## src/rtl/multiplier_arbiter.sv

```systemverilog
// Round-robin front end that shares one sequential multiplier between REQUESTERS
// clients; one transaction in flight, aborted with an error pulse after TIMEOUT cycles.
module multiplier_arbiter #(
   parameter int REQUESTERS = 4,
   parameter int WIDTH      = 4,
   parameter int TIMEOUT    = 32
) (
   input  logic                          clock,
   input  logic                          reset,
   input  logic [REQUESTERS-1:0]         request,
   input  logic [REQUESTERS*WIDTH-1:0]   operand_one,
   input  logic [REQUESTERS*WIDTH-1:0]   operand_two,
   output logic [REQUESTERS-1:0]         grant,
   output logic [REQUESTERS-1:0]         valid,
   output logic [2*WIDTH-1:0]            product,
   output logic                          error,
   output logic                          mul_start,
   output logic [WIDTH-1:0]              mul_one,
   output logic [WIDTH-1:0]              mul_two,
   input  logic                          mul_done,
   input  logic [2*WIDTH-1:0]            mul_product
);

   localparam int PTR_W   = $clog2(REQUESTERS);
   localparam int TIMER_W = $clog2(TIMEOUT) + 1;
   localparam logic [TIMER_W-1:0] TIMER_LAST = TIMER_W'(TIMEOUT - 1);
   localparam logic [PTR_W-1:0]   PTR_RESET  = PTR_W'(REQUESTERS - 1);

   typedef enum logic [1:0] {
      ST_IDLE    = 2'd0,
      ST_LAUNCH  = 2'd1,
      ST_WAIT    = 2'd2,
      ST_DELIVER = 2'd3
   } state_t;

   state_t                  state_q, state_d;
   logic [REQUESTERS-1:0]   grant_q, grant_d;
   logic [REQUESTERS-1:0]   valid_q, valid_d;
   logic [2*WIDTH-1:0]      product_q, product_d;
   logic                    error_q, error_d;
   logic                    start_q, start_d;
   logic [WIDTH-1:0]        one_q, one_d;
   logic [WIDTH-1:0]        two_q, two_d;
   logic [TIMER_W-1:0]      timer_q, timer_d;
   logic [PTR_W-1:0]        ptr_q, ptr_d;
   logic [PTR_W-1:0]        winner_q, winner_d;

   logic                    found_s;
   logic [PTR_W-1:0]        win_idx_s;
   logic [PTR_W-1:0]        cand_s;
   logic [WIDTH-1:0]        op_one_a [REQUESTERS];
   logic [WIDTH-1:0]        op_two_a [REQUESTERS];

   for (genvar g = 0; g < REQUESTERS; g++) begin : g_slice
      assign op_one_a[g] = operand_one[g*WIDTH +: WIDTH];
      assign op_two_a[g] = operand_two[g*WIDTH +: WIDTH];
   end

   // Rotating search: first requester above the pointer, wrapping around.
   always_comb begin
      found_s   = 1'b0;
      win_idx_s = '0;
      cand_s    = '0;
      for (int k = 1; k <= REQUESTERS; k++) begin
         cand_s = PTR_W'((int'(ptr_q) + k) % REQUESTERS);
         if (!found_s && request[cand_s]) begin
            found_s   = 1'b1;
            win_idx_s = cand_s;
         end else begin
            found_s   = found_s;
         end
      end
   end

   // Transaction sequencing; every output is produced as a registered next value.
   always_comb begin
      state_d   = state_q;
      grant_d   = grant_q;
      valid_d   = '0;
      product_d = product_q;
      error_d   = 1'b0;
      start_d   = 1'b0;
      one_d     = one_q;
      two_d     = two_q;
      timer_d   = timer_q;
      ptr_d     = ptr_q;
      winner_d  = winner_q;
      case (state_q)
         ST_IDLE: begin
            if (found_s) begin
               grant_d  = REQUESTERS'(1) << win_idx_s;
               winner_d = win_idx_s;
               one_d    = op_one_a[win_idx_s];
               two_d    = op_two_a[win_idx_s];
               start_d  = 1'b1;
               state_d  = ST_LAUNCH;
            end else begin
               state_d  = ST_IDLE;
            end
         end
         ST_LAUNCH: begin
            timer_d = '0;
            state_d = ST_WAIT;
         end
         ST_WAIT: begin
            // A completion in the final timer cycle still counts as success.
            if (mul_done) begin
               product_d = mul_product;
               valid_d   = grant_q;
               state_d   = ST_DELIVER;
            end else if (timer_q == TIMER_LAST) begin
               error_d = 1'b1;
               grant_d = '0;
               ptr_d   = winner_q;
               timer_d = '0;
               state_d = ST_IDLE;
            end else begin
               timer_d = timer_q + TIMER_W'(1);
            end
         end
         ST_DELIVER: begin
            grant_d = '0;
            ptr_d   = winner_q;
            state_d = ST_IDLE;
         end
         default: begin
            grant_d = '0;
            state_d = ST_IDLE;
         end
      endcase
   end

   // State and output registers, cleared asynchronously.
   always_ff @(posedge clock or posedge reset) begin
      if (reset) begin
         state_q   <= ST_IDLE;
         grant_q   <= '0;
         valid_q   <= '0;
         product_q <= '0;
         error_q   <= 1'b0;
         start_q   <= 1'b0;
         one_q     <= '0;
         two_q     <= '0;
         timer_q   <= '0;
         ptr_q     <= PTR_RESET;
         winner_q  <= '0;
      end else begin
         state_q   <= state_d;
         grant_q   <= grant_d;
         valid_q   <= valid_d;
         product_q <= product_d;
         error_q   <= error_d;
         start_q   <= start_d;
         one_q     <= one_d;
         two_q     <= two_d;
         timer_q   <= timer_d;
         ptr_q     <= ptr_d;
         winner_q  <= winner_d;
      end
   end

   assign grant     = grant_q;
   assign valid     = valid_q;
   assign product   = product_q;
   assign error     = error_q;
   assign mul_start = start_q;
   assign mul_one   = one_q;
   assign mul_two   = two_q;

endmodule

```

## config.mk

```make
export PLATFORM = sky130hd
export DESIGN_NAME = multiplier_arbiter
export DESIGN_NICKNAME = d
export VERILOG_FILES = /design/src/rtl/multiplier_arbiter.sv
export SDC_FILE = /design/constraint.sdc
export NUM_CORES = 1
export LEC_CHECK = 0
export CELL_PAD_IN_SITES_DETAIL_PLACEMENT = 0
export CELL_PAD_IN_SITES_GLOBAL_PLACEMENT = 1
export CORE_MARGIN = 2
export CORE_UTILIZATION = 46
export DETAILED_ROUTE_END_ITERATION = 6
export DONT_BUFFER_PORTS = 1
export HOLD_SLACK_MARGIN = 0.02
export PLACE_DENSITY = 0.79
export SYNTH_ARGS = -nofsm -noshare
export SYNTH_HDL_FRONTEND = slang
export SYNTH_SLANG_ARGS = --single-unit
```

## constraint.sdc

```tcl
create_clock -name clock -period 2.6 [get_ports clock]
set_input_delay 0.78 -clock clock [delete_from_list [all_inputs] [get_ports clock]]
set_output_delay 0.78 -clock clock [all_outputs]
set_load 0.1 [all_outputs]
```

### Word level (Yosys, flattened, before mapping)

Cells that the tools add are included.

| word-level totals | value |
|---|---|
| output and inout bits | 26 |
| word-level logic and storage cells | 89 |
| input bits | 47 |
| flip-flop bits (word level) | 38 |

| cells by class | value |
|---|---|
| $lt $le $gt $ge | 5 |
| add/sub/neg operators | 5 |
| shifts and indexed selects | 1 |
| equality and inequality tests | 8 |
| multiplexer cells | 43 |
| reductions and logical operators | 15 |
| bitwise logic cells | 1 |

Operators by type and width:

| kind | number |
|---|---|
| 2-to-1 mux 4 bit | 9 |
| binary-select mux 4 bit (select 2 bit) | 2 |
| 2-to-1 mux 2 bit | 8 |
| 2-to-1 mux 1 bit | 14 |
| < comparator 2 x 3 -> 1 bit, second input constant | 4 |
| 2-to-1 mux 6 bit | 2 |
| case mux 4 bit (3 select lines) | 1 |
| case mux 6 bit (2 select lines) | 1 |
| binary-select mux 1 bit (select 2 bit) | 4 |
| case mux 2 bit (4 select lines) | 1 |
| adder 6 x 1 -> 6 bit, second input constant | 1 |
| == test 6 x 5 -> 1 bit, second input constant | 1 |
| != test 2 bit, second input constant | 3 |
| AND reduction 2 bit | 3 |
| adder 2 x 1 -> 2 bit, second input constant | 2 |
| adder 2 bit, second input constant | 2 |
| == test 2 bit, second input constant | 2 |
| case mux 2 bit (2 select lines) | 1 |
| AND reduction 4 bit | 1 |
| nonzero test 2 bit | 2 |
| << shifter 1 x 2 -> 4 bit, first input constant | 1 |
| greater-or-equal comparator 3 bit, second input constant | 1 |
| logical AND 1 bit | 3 |
| zero test 1 bit | 3 |
| 6 further kinds | 6 |

### Logic depth before layout (Yosys ltp)

| depth | value |
|---|---|
| depth in word-level cells | 17 |
| gate-level depth with buffers | 8 |
| gate-level depth less buffers | 6 |

### Worst setup path after synthesis

No wires, ideal clock.

| timing | value |
|---|---|
| path kind | input-to-reg |
| from | in request[1] |
| to | reg one_q[0], in the netlist mul_one[0] |
| setup time | 0.146 ns |
| required time | 2.454 ns |
| data arrival time | 1.907 ns |
| path slack | 0.548 ns |
| stages on the path | 7 |
| buffers on the path | 2 |
| cells stage by stage | nor2b_1 > o21bai_2 > and2_4 > buf_12 > buf_12 > a211oi_1 > a211oi_1 |

| on the way | value |
|---|---|
| cells in the longest elaborated chain, start to end | 16 |
| elaborated cells between the ends (all ways) | 27 |
| classes of those cells | mux: 19; bitwise: 1; reduce/logical: 7 |

RTL lines:

| item | RTL line | text |
|---|---|---|
| from (decl) | 10 | `input logic [REQUESTERS-1:0] request,` |
| binary-select mux 1 bit (select 2 bit) | 66 | `if (!found_s && request[cand_s]) begin` |
| 2-to-1 mux 1 bit (not written as such) | 66 |  |
| 2-to-1 mux 1 bit | 66 |  |
| zero test 1 bit | 66 |  |
| logical AND 1 bit | 66 |  |
| 2-to-1 mux 1 bit | 66 |  |
| zero test 1 bit | 66 |  |
| logical AND 1 bit | 66 |  |
| 2-to-1 mux 1 bit | 66 |  |
| zero test 1 bit | 66 |  |
| logical AND 1 bit | 66 |  |
| 2-to-1 mux 2 bit | 66 |  |
| inverter 2 -> 3 bit (not written as such) | 93 | `one_d = op_one_a[win_idx_s];` |
| binary-select mux 4 bit (select 2 bit) | 93 |  |
| 2-to-1 mux 4 bit (not written as such) (2 in series) | 93 |  |
| to (signal assigned) | 154 | `one_q <= one_d;` |
| to (decl) | 42 | `logic [WIDTH-1:0] one_q, one_d;` |

Parallel ways exist; a longest one is shown, timed or not. The select of a mux whose other input is x is not followed.
A chain may end at the register's enable or synchronous reset.

### Worst setup path in the final report

| timing | value |
|---|---|
| from | reg state_q[0] |
| to | reg one_q[0], in the netlist mul_one[0] |

| on the way | value |
|---|---|
| cells in the longest elaborated chain, start to end | 2 |

RTL lines:

| item | RTL line | text |
|---|---|---|
| from (decl) | 36 | `state_t state_q, state_d;` |
| from (signal assigned) | 148 | `state_q <= state_d;` |
| zero test 2 bit | 88 | `case (state_q)` |
| AND reduction 2 bit (no line) | n/a |  |

No other way between the ends.

==> run summary <==
Placer Congestion -> 0.711
Worst Tran Pin Value -> 0.909 ns
Area of the die -> 4640 um^2
Buf+Inv Stages, Crit Path -> 1
Largest net degree at the start of global routing -> 39
Drt wl/cell -> 16.6 um
Cell mode on critical path -> a211oi_1
Ant diodes -> 0
Critical-path cell list -> a211o_1, inv_2, nand3_1, a211oi_1, a211oi_1
CTS Hold Buffers Added -> 0
YS warnings -> 0
Worst EP required -> 2.74 ns
CP max FO -> 16
DRT Wirelength -> 4110 um
Crit Path Category -> flop to flop
H-tree levels -> 2
Register area share after synthesis -> 0.504
Global-route wire length before repair -> 6420 um
Final ANT Viol Nets -> 0
Die Width -> 68.1 um
Fmax -> 442 MHz
Initial core utilization -> 0.476
GRT Total Usage -> 0.189
Final setup viols -> 0
Clock Root Buffer -> clkbuf_8
Synth Register Bits -> 38
Worst hold path class -> input pin to async pin
Resize count post-CTS -> 0
Max Cap Viol -> 0
Clock Skew -> 0.00591 ns
Vias per cell -> 5.70
Clk slew on worst S/H paths -> 0.07 ns
Xor/xnor share of the synthesized area -> 0.00926
Largest family of logic cells by synthesized area -> compound AO/OA/AOI/OAI gates
Worst path arrival time -> 2.40 ns
Detailed-route DRC error count -> 0
Yosys top cell by area -> dfrtp_1
Post-DP HPWL -> 3020 um
Fillcell total -> 370
Count of different cell masters after synthesis -> 38
Core ar. -> 3970 um^2
TritonCTS buffer count -> 5
Boundary Pins -> 73
Postcts setup bufs -> 0
Post-layout min period -> 2.26 ns
Post-synthesis mux area share -> 0.110
Final hold vios -> 0
Setup TNS -> 0 ns
Worst setup SP type -> flop
Setup crit end kind -> flop
Bufs on Longest Clock Path -> 2
CTS tree -> yes
Status -> finished, final reports clean
GRT overflow -> 0
Net count of the finished layout -> 244
Synth Area in Compound Gates -> 0.185
Synthesized instance count -> 176
PortBufs -> 0
Initial antenna violation count -> 0
Slew margin rel. -> 0.394
Syn nets -> 224
Rows -> 23
Router iterations before antenna repair -> 4
Cell family with most CP delay -> compound AO/OA/AOI/OAI gates
Via count -> 1407
Share of the synthesized area in the top cell type -> 0.476
Adder-Cell Fraction of Synth Area -> 0.00661
Insertion delay to the later sink of the worst-skew pair -> 0.29 ns
Final Max Slew Viols -> 0
Synth area leaders -> dfrtp_1, a211oi_1, mux2_2, mux2i_1, a21boi_0
Crit path max-delay cell type -> dfrtp_1
Synth Area in Simple Gates -> 0.138
Post-Syn Area -> 1890 um^2
Area grow syn2layout -> 14.0%
Final period util -> 0.869
Vias in the first global route -> 1406
DR iter-0 viols -> 48
Largest stage delay, worst path -> 0.55 ns
RSZ-0062 raised after global routing -> false
Share of layout cells above drive strength 1 -> 0.234
Syn_area_per_cell -> 10.7 um^2
Die Y -> 68.1 um
Clock sinks -> 38
-- cell usage after synthesis (all sizes together) --
cell and number:
o32ai 1, a21boi 9, a21oi 6, mux2 11, ha 1, dfrtp 36
a211oi 16, nor3 2, nor4b 1, dfstp 2, nor4 5, a31oi 1
a21o 2, nand3 4, nor2 15, inv 8, xor2 1, and3 4
nand2b 1, clkbuf 3, o21ai 7, a211o 1, and2 3, nor2b 2
buf 4, o21a 1, o2bb2ai 2, xnor2 1, nand2 14, o21bai 1
nand3b 1, or3b 1, mux2i 8, a22oi 1
-- worst paths after layout --
kind                             startpoint           to  slack (ns)  cells past startpoint
worst max register to register   state_q[0]   mul_one[0]        0.34                      5
worst min-delay path                  reset     grant[3]        0.48                      2
max in group asynchronous             reset     ptr_q[1]        1.77                      2
worst max-delay path             state_q[0]   mul_one[0]        0.34                      5
worst min register to register  winner_q[0]  winner_q[0]        0.49                      2
min in group clock              winner_q[0]  winner_q[0]        0.49                      2
-- metrics by stage --
| stage | util | cells | area, um^2 | setup WS [ns] | hold slack (ns) |
|---|---|---|---|---|---|
| after floorplan | - | 176 | 1890 | 0.548 | 0.443 |
| after global placement | 0.514 | 239 | 2040 | 0.303 | 0.458 |
| after detailed placement | 0.514 | 239 | 2040 | 0.139 | 0.465 |
| after CTS | 0.543 | 247 | 2160 | 0.377 | 0.484 |
| after global routing | 0.543 | 247 | 2160 | 0.127 | 0.512 |
| final | 0.543 | 247 | 2160 | 0.339 | 0.477 |
-- worst register-to-register path, stage by stage, from the launching register on --
cell      delay [ns]
dfrtp_1         0.55
a211o_1         0.45
inv_2           0.20
nand3_1         0.41
a211oi_1        0.41
a211oi_1        0.10
-- layer usage --
metal,routed length (um),GRT usage,part of all wire
met1,1680,0.228,0.41
met5,0,0,0
met3,308,0.0674,0.075
met4,45,0.0600,0.011
met2,2070,0.317,0.50
-- placed cells by master (no fill, tap or decap), drive strengths merged, types with 4 or more instances in the layout --
cell type and n:
buf 20, and3 4, nor2 15, a21oi 6, mux2 11, a21boi 9
o21ai 7, nand2 14, inv 8, nor4 5, clkbuf 5, dfrtp 36
mux2i 8, a211oi 16, nand3 4
-- registers in the layout, indices dropped and copies added, names as in the netlist --
signal,count
grant,4
valid,4
state_q,2
mul_one,4
ptr_q,2
mul_two,4
winner_q,2
timer_q,6
error,1
product,8
mul_start,1
-- logic make-up after synthesis --
kind of cell / Yosys count
compound gates: 48
xor+xnor: 2
fa+ha+maj: 1
buf+inv: 15
flops: 38
mux: 19
simple gates: 53
-- area by class of cell --
cell class,count,area (um^2),share of cell area
Tap cell,50,62.6,0.0290
Sequential cell,38,953,0.442
Timing Repair Buffer,20,150,0.0696
Clock inverter,3,45.0,0.0209
Inverter,8,30.0,0.0139
Clock buffer,5,68.8,0.0319
Multi-Input combinational cell,123,847,0.393
Power is not shown: default switching activity piles up to over one toggle a cycle in this logic, so the estimate is an artifact.
